[src/rtl/cpu_pkg.sv]
// Shared encodings for the UART programming sequencer: FSM states and frame target codes.
// Pure definitions; no timing or flow-control behaviour of its own.
package cpu_pkg;

    localparam logic [2:0] ST_IDLE      = 3'd0;
    localparam logic [2:0] ST_HDR_TGT   = 3'd1;
    localparam logic [2:0] ST_HDR_CNT_L = 3'd2;
    localparam logic [2:0] ST_HDR_CNT_H = 3'd3;
    localparam logic [2:0] ST_PAYLOAD   = 3'd4;
    localparam logic [2:0] ST_DONE      = 3'd5;
    localparam logic [2:0] ST_ERROR     = 3'd6;

    localparam logic [7:0] TGT_IMEM = 8'h00;
    localparam logic [7:0] TGT_DMEM = 8'h01;
    localparam logic [7:0] TGT_END  = 8'hFF;

    function automatic logic is_mem_tgt(input logic [7:0] b);
        return (b == TGT_IMEM) || (b == TGT_DMEM);
    endfunction

endpackage

[src/rtl/byte_assembler.sv]
// Packs four little-endian bytes into a 32-bit word; word_vld fires combinationally with the 4th byte.
// No backpressure: every enabled byte strobe is consumed; synchronous clear has priority.
module byte_assembler (
    input  logic        clk,
    input  logic        rst,
    input  logic        i_clr,
    input  logic        i_en,
    input  logic        i_vld,
    input  logic [7:0]  i_byte,
    output logic [31:0] o_word,
    output logic        o_word_vld
);

    logic [1:0]  r_idx;
    // Only bytes 0..2 are stored; byte 3 is taken straight off the input.
    logic [23:0] r_shift;

    always_ff @(posedge clk or negedge rst) begin
        if (!rst) begin
            r_idx   <= 2'd0;
            r_shift <= 24'd0;
        end else if (i_clr) begin
            r_idx   <= 2'd0;
            r_shift <= 24'd0;
        end else if (i_en && i_vld) begin
            r_idx <= r_idx + 2'd1;
            case (r_idx)
                2'd0:    r_shift[7:0]   <= i_byte;
                2'd1:    r_shift[15:8]  <= i_byte;
                2'd2:    r_shift[23:16] <= i_byte;
                default: r_shift        <= r_shift;
            endcase
        end
    end

    assign o_word     = {i_byte, r_shift};
    assign o_word_vld = i_en && i_vld && (r_idx == 2'd3);

endmodule

[src/rtl/uart_prog_ctrl.sv]
// UART programming sequencer: holds the CPU in reset, parses framed bytes, writes words to imem/dmem.
// Write strobe one edge after the 4th payload byte; no backpressure, bytes are accepted as they arrive.
module uart_prog_ctrl
    import cpu_pkg::*;
#(
    parameter int ADDR_W      = 14,
    parameter int TIMEOUT_CYC = 1000000
) (
    input  logic              clk,
    input  logic              rst,
    input  logic              start_prog,
    input  logic              rx_valid,
    input  logic [7:0]        rx_byte,
    output logic              upg_wen_o,
    output logic [ADDR_W:0]   upg_adr_o,
    output logic [31:0]       upg_dat_o,
    output logic              upg_done_o,
    output logic              cpu_rst_n,
    output logic              busy,
    output logic              err
);

    localparam int                TMO_W     = (TIMEOUT_CYC > 2) ? $clog2(TIMEOUT_CYC) : 1;
    localparam logic [TMO_W-1:0]  TMO_MAX   = TMO_W'(TIMEOUT_CYC - 1);
    localparam logic [31:0]       MAX_WORDS = 32'd1 << ADDR_W;

    logic [2:0]        r_state;
    logic              r_tgt;
    logic [15:0]       r_cnt;
    logic [ADDR_W-1:0] r_off;
    logic [TMO_W-1:0]  r_tmo;
    logic              r_wen;
    logic [ADDR_W:0]   r_adr;
    logic [31:0]       r_dat;
    logic              r_done;
    logic              r_err;

    logic [2:0]        w_state_nxt;
    logic [15:0]       w_count;
    logic              w_timing;
    logic              w_tmo_hit;
    logic              w_last;
    logic              w_start_ok;
    logic              w_asm_clr;
    logic [31:0]       w_word;
    logic              w_word_vld;

    assign w_count    = {rx_byte, r_cnt[7:0]};
    assign w_timing   = (r_state == ST_HDR_CNT_L) || (r_state == ST_HDR_CNT_H) ||
                        (r_state == ST_PAYLOAD);
    assign w_tmo_hit  = w_timing && !rx_valid && (r_tmo == TMO_MAX);
    assign w_last     = (32'(r_off) + 32'd1) == 32'(r_cnt);
    assign w_start_ok = start_prog && ((r_state == ST_IDLE) || (r_state == ST_ERROR));
    // A half-built word must never leak into the next section or session.
    assign w_asm_clr  = (w_state_nxt != r_state) || w_tmo_hit;

    byte_assembler u_asm (
        .clk        (clk),
        .rst        (rst),
        .i_clr      (w_asm_clr),
        .i_en       (r_state == ST_PAYLOAD),
        .i_vld      (rx_valid),
        .i_byte     (rx_byte),
        .o_word     (w_word),
        .o_word_vld (w_word_vld)
    );

    always_comb begin
        w_state_nxt = r_state;
        case (r_state)
            ST_IDLE: begin
                if (start_prog) w_state_nxt = ST_HDR_TGT;
            end
            ST_HDR_TGT: begin
                if (rx_valid) begin
                    if (is_mem_tgt(rx_byte))     w_state_nxt = ST_HDR_CNT_L;
                    else if (rx_byte == TGT_END) w_state_nxt = ST_DONE;
                    else                         w_state_nxt = ST_ERROR;
                end
            end
            ST_HDR_CNT_L: begin
                if (rx_valid) w_state_nxt = ST_HDR_CNT_H;
            end
            ST_HDR_CNT_H: begin
                if (rx_valid) begin
                    if (w_count == 16'd0)                w_state_nxt = ST_HDR_TGT;
                    else if (32'(w_count) > MAX_WORDS)   w_state_nxt = ST_ERROR;
                    else                                 w_state_nxt = ST_PAYLOAD;
                end
            end
            ST_PAYLOAD: begin
                if (w_word_vld && w_last) w_state_nxt = ST_HDR_TGT;
            end
            ST_DONE:  w_state_nxt = ST_IDLE;
            ST_ERROR: begin
                if (start_prog) w_state_nxt = ST_HDR_TGT;
            end
            default:  w_state_nxt = ST_IDLE;
        endcase
        if (w_tmo_hit) w_state_nxt = ST_ERROR;
    end

    always_ff @(posedge clk or negedge rst) begin
        if (!rst) begin
            r_state <= ST_IDLE;
            r_tgt   <= 1'b0;
            r_cnt   <= 16'd0;
            r_off   <= '0;
            r_tmo   <= '0;
            r_wen   <= 1'b0;
            r_adr   <= '0;
            r_dat   <= 32'd0;
            r_done  <= 1'b1;
            r_err   <= 1'b0;
        end else begin
            r_state <= w_state_nxt;
            r_wen   <= 1'b0;

            if (r_state == ST_HDR_TGT && rx_valid && is_mem_tgt(rx_byte))
                r_tgt <= rx_byte[0];
            if (r_state == ST_HDR_CNT_L && rx_valid)
                r_cnt[7:0] <= rx_byte;
            if (r_state == ST_HDR_CNT_H && rx_valid) begin
                r_cnt <= w_count;
                r_off <= '0;
            end

            if (w_word_vld) begin
                r_wen <= 1'b1;
                r_adr <= {r_tgt, r_off};
                r_dat <= w_word;
                r_off <= r_off + ADDR_W'(1);
            end

            // Idle-gap counter restarts on every byte and every state change.
            if (w_timing && !rx_valid && (w_state_nxt == r_state))
                r_tmo <= r_tmo + TMO_W'(1);
            else
                r_tmo <= '0;

            if (w_start_ok)
                r_err <= 1'b0;
            else if (w_state_nxt == ST_ERROR)
                r_err <= 1'b1;

            if (r_state == ST_IDLE && start_prog)
                r_done <= 1'b0;
            else if (r_state == ST_DONE)
                r_done <= 1'b1;
        end
    end

    assign upg_wen_o  = r_wen;
    assign upg_adr_o  = r_adr;
    assign upg_dat_o  = r_dat;
    assign upg_done_o = r_done;
    assign cpu_rst_n  = r_done;
    assign busy       = (r_state != ST_IDLE);
    assign err        = r_err;

endmodule

[config.mk]
export PLATFORM = sky130hd
export DESIGN_NAME = uart_prog_ctrl
export DESIGN_NICKNAME = d
export VERILOG_FILES = /design/src/rtl/cpu_pkg.sv /design/src/rtl/byte_assembler.sv /design/src/rtl/uart_prog_ctrl.sv
export SDC_FILE = /design/constraint.sdc
export NUM_CORES = 1
export LEC_CHECK = 0
export BUFFER_PORTS_ARGS = -buffer_cell sky130_fd_sc_hd__buf_2
export CAP_MARGIN = 20
export CORE_MARGIN = 1.5
export CORE_UTILIZATION = 55
export CTS_BUF_LIST = sky130_fd_sc_hd__clkbuf_4
export DETAILED_ROUTE_END_ITERATION = 8
export GPL_TIMING_DRIVEN = 0
export PLACE_DENSITY_LB_ADDON = 0.05
export SYNTH_ARGS = -nofsm -noshare
export SYNTH_HDL_FRONTEND = slang
export SYNTH_SLANG_ARGS = --single-unit
[constraint.sdc]
create_clock -name clk -period 2.6 [get_ports clk]
set_clock_uncertainty 0.2 [all_clocks]
set_input_delay 0.13 -clock clk [delete_from_list [all_inputs] [get_ports clk]]
set_output_delay 0.13 -clock clk [all_outputs]
set_load 0.01 [all_outputs]
After elaboration in Yosys (flattened, before gate mapping):

Cells that the tools add are included.

* register bits after elaboration: 130
* input bits: 12
* output and inout port bits: 52
* logic and storage cells: 98

* $add $sub $neg: 4
* order comparisons: 1
* equal/unequal tests: 16
* mux-type cells: 26
* bitwise gates (word level): 1
* reductions and logical operators: 35

Operators with widths (count)
* $mux W24: 2
* $mux W14: 2
* $mux W3: 8
* $mux W8: 3
* $add A20 B1 Y20 const B: 1
* $eq A20 B20 Y1 const B: 1
* $mux W20: 1
* $eq A15 B16 Y1: 1
* $gt A16 B15 Y1 const B: 1
* $logic_not A16 Y1: 1
* $add A14 B1 Y15 const B: 1
* $pmux W3 S5: 1
* $add A14 B1 Y14 const B: 1
* $reduce_bool A2 Y1: 7
* $eq A3 B3 Y1 const B: 4
* $logic_and A1 B1 Y1: 12
* $eq A8 B1 Y1 const B: 1
* $eq A8 B8 Y1 const B: 1
* $logic_not A8 Y1: 1
* $mux W2: 4
* $reduce_and A2 Y1: 4
* $eq A3 B2 Y1 const B: 2
* $logic_or A1 B1 Y1: 5
* $mux W1: 5
* 12 further kinds: 13

Logic depth before layout (Yosys ltp):

Gate-level depths: netlist of the first run.

* depth after elaboration: 11
* mapped depth: 9
* mapped depth without buffers: 7

Hierarchy:

Synthesis of the first run repeated with hierarchy kept, for this count alone.

* cell total of the unflattened synthesis: 569
* area, all modules: 6603.8 um^2

By module, submodules not included
* uart_prog_ctrl: times used 1, cells each 457, area each 5273.8 um^2, seq. area each 2603.7 um^2
* byte_assembler: times used 1, cells each 112, area each 1330.0 um^2, seq. area each 650.6 um^2

Worst setup path before layout of the first run:

OpenSTA, ideal clock, no wires.

* kind: register to register
* start: register r_off[0]
* end: register r_state[2]
* library setup time: 120 ps
* data arrival time: 2277 ps
* data required time: 2280 ps
* setup slack: 2 ps
* stages on the path, launching flop included: 8
* path buffers: 0
* period minus slack after synthesis: 2598 ps
* cells stage by stage: dfrtp_1 ha_1 and4_4 nand2_4 o41ai_2 o221ai_1 or4b_4 a41o_1

* cells in the longest elaborated chain, start to end: 6

RTL lines
* start, declared: line uart_prog_ctrl.sv:30 `logic [ADDR_W-1:0] r_off;`
* start signal, assigned: line uart_prog_ctrl.sv:132 `r_off <= r_off + ADDR_W'(1);`
* $add A14 B1 Y15: line uart_prog_ctrl.sv:52 `assign w_last = (32'(r_off) + 32'd1) == 32'(r_cnt);`
* $eq A15 B16 Y1: line uart_prog_ctrl.sv:52
* $logic_and A1 B1 Y1: line uart_prog_ctrl.sv:92 `if (w_word_vld && w_last) w_state_nxt = ST_HDR_TGT;`
* $mux W3: line uart_prog_ctrl.sv:92
* $pmux W3 S5: line uart_prog_ctrl.sv:70 `case (r_state)`
* $mux W3: line uart_prog_ctrl.sv:100 `if (w_tmo_hit) w_state_nxt = ST_ERROR;`
* via w_state_nxt[2]: line uart_prog_ctrl.sv:38 `logic [2:0] w_state_nxt;`
* end signal, assigned: line uart_prog_ctrl.sv:116 `r_state <= w_state_nxt;`
* end, declared: line uart_prog_ctrl.sv:27 `logic [2:0] r_state;`

The timed path passes the listed nets, and every way through them passes these cells.
A chain may end at the register's enable or synchronous reset.

Worst setup path after layout of the first run:

Ends and elaborated chain as after synthesis.

==> reports/summary.log, run 1 <==
qor: status.status complete, no violations
qor: setup_path.critical_path_arrival 2.81 ns
qor: setup_path.worstPathMaxFanout 7
qor: cts.cts_tree done
qor: logic_synthesis.seq_area_frac_synth 50.2%
qor: sta.slew_headroom 38.4%
qor: global_routing.first_global_vias 4711
qor: setup_path.setup.worst_path.class flop to flop
qor: placed_design.dpl.hpwl 9470 um
qor: power_and_ir_drop.pwr_density_cell 701 nW/um^2
qor: global_routing.antenna_violations_before_repair 0
qor: power_and_ir_drop.power_leakage 3.81 nW
qor: sta.worst-slew-pin-transition 0.924 ns
qor: route.vias_per_cell 5.63
qor: sta.hold_viol 0
qor: logic_synthesis.ys.flop_type sky130_fd_sc_hd__dfrtp_1
qor: floorplan.floorplan_core_area 11500 um^2
qor: sta.fin_crit 2.58 ns
qor: floorplan.placement_rows 39
qor: global_routing.gr_usage_total 24.0%
qor: route.drt-initial-drc-count 292
qor: sta.min_period_over_period 99.1%
qor: cts.clock_tree.htree_level_count 4
qor: cts.cell_at_the_root_of_the_clock_tree sky130_fd_sc_hd__clkbuf_4
qor: logic_synthesis.post_synthesis_async_set_or_reset_flop_share 100%
qor: sta.unrepaired_setup_endpoints_after_global_routing true
qor: finish.antennaDiodeCount 0
qor: logic_synthesis.yosys_warnings 0
qor: finish.num-nets-final 719
qor: logic_synthesis.synth_most_common_cell sky130_fd_sc_hd__dfrtp_1
qor: sta.finalSetupViolations 0
qor: power_and_ir_drop.swShare 35.9%
qor: route.route.vias.total 4823
qor: logic_synthesis.yosysUniqueCellTypes 70
qor: logic_synthesis.synth_cells 593
qor: run.max_cap_viol_count 0
qor: logic_synthesis.ys_top_cells_by_area sky130_fd_sc_hd__dfrtp_1 50%, sky130_fd_sc_hd__nand2_1 6.7%, sky130_fd_sc_hd__mux2_2 6.4%
qor: route.dr_wl_cell 16.9 um
qor: placed_design.place_worst_setup_slack -0.453 ns
qor: cts.worst_setup_hold_path_clk_slew 0.10 ns
qor: floorplan.chipWidth 112 um
qor: sta.final_critical_path_setup_slack 0.0238 ns
qor: power_and_ir_drop.p_int 3.48 mW
qor: setup_path.data_required_critical_path 2.83 ns
qor: min_path.worstHoldPathType flop to flop
qor: floorplan.die_y 112 um
qor: floorplan.initial_core_util 56.6%
qor: cts.cts_sinks 130
qor: logic_synthesis.post_synth_most_frequent_cells 129 x sky130_fd_sc_hd__dfrtp_1, 116 x sky130_fd_sc_hd__nand2_1, 37 x sky130_fd_sc_hd__mux2_2
qor: route.route.final.wire_length 14500 um
qor: logic_synthesis.synth.top_cell.area_share 49.8%
qor: route.dr.pass1.iters 5
qor: power_and_ir_drop.pwr-share-comb 36.3%
qor: cts.max-clock-path-buffers 2
qor: logic_synthesis.number_of_synthesized_register_bits 130
qor: finish.proportion_of_layout_cells_with_a_drive_suffix_above_1 32.1%
qor: min_path.holdCritStartpoint upg_dat_o[3]
qor: sta.final-max-slew-violation-count 0
qor: placed_design.port_buffers 60
qor: route.drc 0
qor: setup_path.timing.rr.start r_off[0]
qor: setup_path.setup_slack_reg_to_reg 0.02 ns
qor: floorplan.top_level_ports 64
qor: setup_path.setup.worst_path.end_class flop
qor: power_and_ir_drop.power.share.clock 19.8%
qor: setup_path.critPathLaunch r_off[0]
qor: logic_synthesis.synth_enable_flop_cells 0
qor: sta.fmax 0.388 GHz
qor: logic_synthesis.synthesized_nets 611
qor: setup_path.setup.worst_path.start_class flop
qor: logic_synthesis.synth_top_area_cell sky130_fd_sc_hd__dfrtp_1
qor: logic_synthesis.postSynthAreaPerCell 10.9 um^2
qor: logic_synthesis.synthesis.area 6490 um^2
qor: finish.area_growth_syn_to_layout 19.5%
qor: power_and_ir_drop.vdd.ir_drop.worst 0.539 mV
qor: global_routing.maximum_number_of_pins_on_one_net_before_global_route_repair 74
qor: cts.tritoncts.num_buffers 17
qor: cts.insertion_delay 0.55 ns
qor: floorplan.die_area 12500 um^2
qor: power_and_ir_drop.total_switching_power 1.95 mW
qor: power_and_ir_drop.power.total 5.43 mW
qor: global_routing.grt_pass1_wl 23600 um
qor: global_routing.overflow 0
qor: sta.fin_setup_tns 0 ns
qor: placed_design.gp_congestion 0.884
qor: route.antenna_left 0
qor: power_and_ir_drop.power.share.sequential 43.9%
state kept, by name (all words and copies together), names as in the netlist, 2 cells and up:
| signal | flops |
|---|---|
| upg_dat_o | 32 |
| u_asm.r_shift | 24 |
| r_tmo | 20 |
| r_cnt | 16 |
| upg_adr_o | 15 |
| r_off | 14 |
| r_state | 3 |
| u_asm.r_idx | 2 |
cell families after synthesis:
logic type	Yosys count	share of synthesized area, %
AOI/OAI and AO/OA	52	5.90
buffers and inverters	45	3.63
xor gates and xnor gates	41	6.00
and+or+nand+nor	257	22.9
DFF	130	50.2
adders and majority gates	6	1.16
muxes	62	10.3
cells in the final DEF, fill, tap and decap left out, types with 8 or more instances in the layout:
cell type	synthesis	final
sky130_fd_sc_hd__clkbuf_1	19	19
sky130_fd_sc_hd__nand3_1	22	22
sky130_fd_sc_hd__nor3_4	0	14
sky130_fd_sc_hd__mux2_2	37	37
sky130_fd_sc_hd__nor3_1	10	9
sky130_fd_sc_hd__dfrtp_1	129	125
sky130_fd_sc_hd__clkbuf_4	0	21
sky130_fd_sc_hd__buf_2	8	64
sky130_fd_sc_hd__xor2_1	22	22
sky130_fd_sc_hd__mux2i_1	25	25
sky130_fd_sc_hd__nand2_1	116	116
sky130_fd_sc_hd__dlygate4sd3_1	0	12
sky130_fd_sc_hd__inv_1	8	8
sky130_fd_sc_hd__nor2_1	22	21
sky130_fd_sc_hd__xnor2_1	17	15
sky130_fd_sc_hd__nor3_2	30	17
sky130_fd_sc_hd__o21ai_0	19	19
sky130_fd_sc_hd__buf_4	5	15
sky130_fd_sc_hd__nand4_1	13	13
area by class of cell:
class                           count  area (um^2)
Fill cell                         925         3710
Clock buffer                       18          135
Tap cell                          143          179
Buffer                             37          241
Multi-Input combinational cell    418         3220
Sequential cell                   130         3260
Clock inverter                     13         72.6
Timing Repair Buffer               89          619
Inverter                            8         30.0
through the flow:
stage,hold WS (ns),util [%],cells,area [um^2]
finish,0.276,67.6,856,7750
global route,0.291,67.6,856,7750
CTS,0.268,65.0,849,7460
detailed placement,-0.0681,61.0,797,7000
global placement,0.250,60.7,796,6970
floorplan,-0.366,-,593,6490
per-layer routing:
metal	up-vias	wire length [um]	GRT usage, %
met5	-	0	0
met4	0	267	8.69
met3	21	468	5.17
met2	88	7260	38.1
met1	2410	6450	32.9
li1	2304	-	-
power by group through the flow:
stage               combinational (mW)  clock, mW  sequential [mW]
floorplan                         1.15          0             2.38
global placement                  1.44          0             2.42
detailed placement                1.47          0             2.42
CTS                               1.58       1.12             2.38
global route                      2.12       1.19             2.41
finish                            1.97       1.08             2.38
timing repair:
| item | 4_1_cts | 5_1_grt |
|---|---|---|
| hold endpoints to repair | 180 | 0 |
| gates cloned | 0 | 1 |
| pin swaps | 4 | 14 |
| buffers inserted | 8 | 6 |
| hold buffers | 13 | 0 |
| setup endpoints to repair | 39 | 39 |
| gates resized for setup | 7 | 43 |
worst paths after layout:
check	endpoint	cells after the start
worst max-delay path	r_state[2]	7
worst min-delay path	upg_dat_o[3]	2
worst min register to register	upg_dat_o[3]	2
worst max register to register	r_state[2]	7
max in group asynchronous	cpu_rst_n	4
min in group asynchronous	r_off[9]	4
worst max-delay path, cell delays in order (launching register included):
cell and delay (ns):
sky130_fd_sc_hd__dfrtp_2 0.44, sky130_fd_sc_hd__buf_4 0.17, sky130_fd_sc_hd__and4_4 0.17, sky130_fd_sc_hd__and4_4 0.21
sky130_fd_sc_hd__o311ai_4 0.28, sky130_fd_sc_hd__o21ai_2 0.13, sky130_fd_sc_hd__or4b_4 0.60, sky130_fd_sc_hd__a41o_1 0.26
No activity file was read; power rests on OpenSTA's default activity.
==> run 2: changes to the inputs <==
--- a/config.mk
+++ b/config.mk
@@ -8,7 +8,7 @@
 export BUFFER_PORTS_ARGS = -buffer_cell sky130_fd_sc_hd__buf_2
 export CAP_MARGIN = 20
 export CORE_MARGIN = 1.5
-export CORE_UTILIZATION = 55
+export CORE_UTILIZATION = 61
 export CTS_BUF_LIST = sky130_fd_sc_hd__clkbuf_4
 export DETAILED_ROUTE_END_ITERATION = 8
 export GPL_TIMING_DRIVEN = 0
==> constraint.sdc (replaced) <==
create_clock -name clk -period 2.65 [get_ports clk]
set_clock_uncertainty 0.2 [all_clocks]
set_input_delay 0.1325 -clock clk [delete_from_list [all_inputs] [get_ports clk]]
set_output_delay 0.1325 -clock clk [all_outputs]
set_load 0.01 [all_outputs]
==> reports/summary.log, run 2 (synthesis results as in run 1) <==
qor: status.status complete, no violations
qor: route.vias_per_cell 5.75 [+2.0%]
qor: cts.tritoncts.num_buffers 17 [unchanged]
qor: sta.min_period_over_period 98.6% [-0.53 points]
qor: finish.layout.cells.non_filler 847 [-1.1%]
qor: floorplan.placement_rows 37 [-5.1%]
qor: finish.final_cell_mix 126 x sky130_fd_sc_hd__dfrtp_1, 116 x sky130_fd_sc_hd__nand2_1, 65 x sky130_fd_sc_hd__buf_2
qor: route.dr_wl_cell 17.6 um [+4.1%]
qor: setup_path.ff2ff_path_depth 9 [+2]
qor: route.dr.pass1.iters 5 [unchanged]
qor: cts.worst_setup_hold_path_clk_slew 0.12 ns [+0.02 ns]
qor: setup_path.setup.worst_path.start_class flop
qor: sta.finalSetupViolations 0 [unchanged]
qor: placed_design.numPlacedInstances 790 [-0.88%]
qor: power_and_ir_drop.p_int 3.60 mW [+3.3%]
qor: sta.unrepaired_setup_endpoints_after_global_routing true
qor: power_and_ir_drop.total_switching_power 1.87 mW [-3.9%]
qor: floorplan.die_area 11300 um^2 [-9.6%]
qor: route.route.final.wire_length 14900 um [+3.0%]
qor: setup_path.data_required_critical_path 2.88 ns [+0.05 ns]
qor: power_and_ir_drop.pwr_density_cell 718 nW/um^2 [+2.5%]
qor: placed_design.port_buffers 60 [unchanged]
qor: placed_design.gp_congestion 0.888 [+0.44%]
qor: sta.hold_viol 0 [unchanged]
qor: sta.hold-worst-slack 0.283 ns [+0.00682 ns]
qor: global_routing.antenna_violations_before_repair 0 [unchanged]
qor: sta.final_critical_path_setup_slack 0.0382 ns [+0.0145 ns]
qor: finish.mostFrequentLayoutCell sky130_fd_sc_hd__dfrtp_1
qor: power_and_ir_drop.swShare 34.2% [-1.7 points]
qor: placed_design.dpl.hpwl 9670 um [+2.2%]
qor: placed_design.placedInstanceArea 6990 um^2 [-0.13%]
qor: finish.fillers 740 [-20%]
qor: global_routing.grt_pass1_wl 24500 um [+3.7%]
qor: floorplan.die_y 106 um [-4.9%]
qor: sta.worst-slew-pin-transition 0.692 ns [-0.233 ns]
qor: cts.cts_tree done
qor: power_and_ir_drop.power.share.sequential 42.8% [-1.1 points]
qor: finish.largest_register_ffs 32 [unchanged]
qor: power_and_ir_drop.power.total 5.47 mW [+0.75%]
qor: finish.finish.instance_area 7620 um^2 [-1.7%]
qor: setup_path.critical_path_arrival 2.85 ns [+0.04 ns]
qor: finish.multiInputGateArea 3080 um^2 [-4.4%]
qor: sta.slew_headroom 53.9% [+16 points]
qor: setup_path.slowest_delay 0.43 ns [-0.17 ns]
qor: cts.cell_at_the_root_of_the_clock_tree sky130_fd_sc_hd__clkbuf_4
qor: floorplan.floorplan_core_area 10300 um^2 [-10%]
qor: setup_path.worstPathMaxFanout 10 [+3]
qor: global_routing.overflow 0 [unchanged]
qor: setup_path.worstPathCellList ha_2, and4_4, and2_1, o311ai_2, o21ai_1, buf_4, nor4_4, buf_4, nor3_2
qor: setup_path.setup.worst_path.end_class flop
qor: floorplan.initial_core_util 62.8% [+6.3 points]
qor: floorplan.chipWidth 106 um [-4.9%]
qor: global_routing.first_global_vias 4877 [+3.5%]
qor: route.drt-initial-drc-count 284 [-2.7%]
qor: min_path.worstHoldPathType flop to flop
qor: power_and_ir_drop.vdd.ir_drop.worst 0.460 mV [-15%]
qor: setup_path.setup.worst_path.class flop to flop
qor: cts.insertion_delay 0.54 ns [about the same]
qor: route.route.vias.total 4868 [+0.93%]
qor: route.drc 0 [unchanged]
qor: cts.max-clock-path-buffers 2 [unchanged]
qor: placed_design.place_worst_setup_slack -0.414 ns [+0.0392 ns]
qor: sta.fmax 0.383 GHz [-1.4%]
qor: sta.fin_crit 2.61 ns [+0.0355 ns]
qor: global_routing.gr_usage_total 28.3% [+4.2 points]
qor: finish.proportion_of_layout_cells_with_a_drive_suffix_above_1 31.8% [-0.33 points]
qor: cts.cts_sinks 130 [unchanged]
qor: min_path.hold-path-cell-count 2 [unchanged]
qor: finish.register_area 3260 um^2 [about the same]
qor: floorplan.top_level_ports 64 [unchanged]
qor: sta.final-max-slew-violation-count 0 [unchanged]
qor: setup_path.critical_path.most_common_cell sky130_fd_sc_hd__buf_4
qor: sta.fin_setup_tns 0 ns [unchanged]
qor: setup_path.critPathSlowestCell sky130_fd_sc_hd__dfrtp_2
qor: finish.antennaDiodeCount 0 [unchanged]
qor: finish.final_util 73.8% [+6.2 points]
qor: finish.num-nets-final 716 [-0.42%]
qor: route.antenna_left 0 [unchanged]
qor: run.max_cap_viol_count 0 [unchanged]
qor: finish.area_growth_syn_to_layout 17.5%
qor: global_routing.maximum_number_of_pins_on_one_net_before_global_route_repair 89 [+20%]
qor: power_and_ir_drop.pwr-share-comb 30.4% [-5.9 points]
qor: cts.clock_tree.htree_level_count 4 [unchanged]
qor: power_and_ir_drop.power_leakage 3.80 nW [-0.29%]
qor: power_and_ir_drop.power.share.clock 26.8% [+7.0 points]
-- run 2: cell types whose count changed in the layout (fill, tap and decap cells not counted), moves of 2 or more --
| cell | previous run | this run |
|---|---|---|
| sky130_fd_sc_hd__clkinv_2 | 4 | 1 |
| sky130_fd_sc_hd__clkinv_1 | 4 | 0 |
| sky130_fd_sc_hd__nor3_2 | 17 | 30 |
| sky130_fd_sc_hd__buf_4 | 15 | 18 |
| sky130_fd_sc_hd__clkbuf_4 | 21 | 19 |
| sky130_fd_sc_hd__clkinv_4 | 0 | 3 |
| sky130_fd_sc_hd__bufinv_16 | 0 | 3 |
| sky130_fd_sc_hd__inv_6 | 0 | 2 |
| sky130_fd_sc_hd__nor3_4 | 14 | 0 |
-- run 2: path summary, 6_finish.rpt --
kind,slack (ns),end,startpoint
worst max-delay path,0.04,u_asm.r_shift[19],r_off[0]
worst min-delay path,0.28,upg_adr_o[14],r_tgt
worst max register to register,0.04,u_asm.r_shift[19],r_off[0]
worst min register to register,0.28,upg_adr_o[14],r_tgt
max in group asynchronous,1.34,u_asm.r_shift[8],rst
min in group asynchronous,0.48,cpu_rst_n,rst
-- run 2: power by group through the flow --
stage               Clock [mW]  Combinational [mW]  Sequential [mW]
floorplan                    0                1.13             2.34
global placement             0                1.40             2.37
detailed placement           0                1.44             2.38
CTS                       1.49                1.55             2.34
global route              1.58                1.81             2.36
finish                    1.47                1.67             2.34
-- run 2: layer usage --
layer	share of wire [%]	track usage [%]	up-vias
met2	50	45.6	149
li1	-	-	2295
met5	0	0	-
met1	44	37.8	2392
met4	2.1	10.9	0
met3	4.2	5.64	32
-- run 2: layout make-up --
class                           count  area share (%)
Tap cell                          136            2.23
Clock inverter                     14            2.36
Buffer                             37            2.76
Sequential cell                   130            42.7
Timing Repair Buffer               86            7.40
Inverter                            8           0.394
Multi-Input combinational cell    418            40.3
Clock buffer                       18            1.77
-- run 2: repair_timing --
action                                  CTS  global route
hold buffers                             13             0
resized for setup                         4            15
endpoints found under the setup margin   39            39
gates cloned                              0             0
hold endpoints to repair                178             0
setup buffers                             6             6
pin swaps                                 3             6
-- run 2: worst max-delay path, delay by kind of cell (launching register included) --
family | cells | cell delay, ns
AO/OA/AOI/OAI | 2 | 0.37
AND/OR/NAND/NOR | 4 | 0.83
flip-flops | 1 | 0.43
buffers and inverters | 2 | 0.45
adder cells (fa/ha/maj) | 1 | 0.23
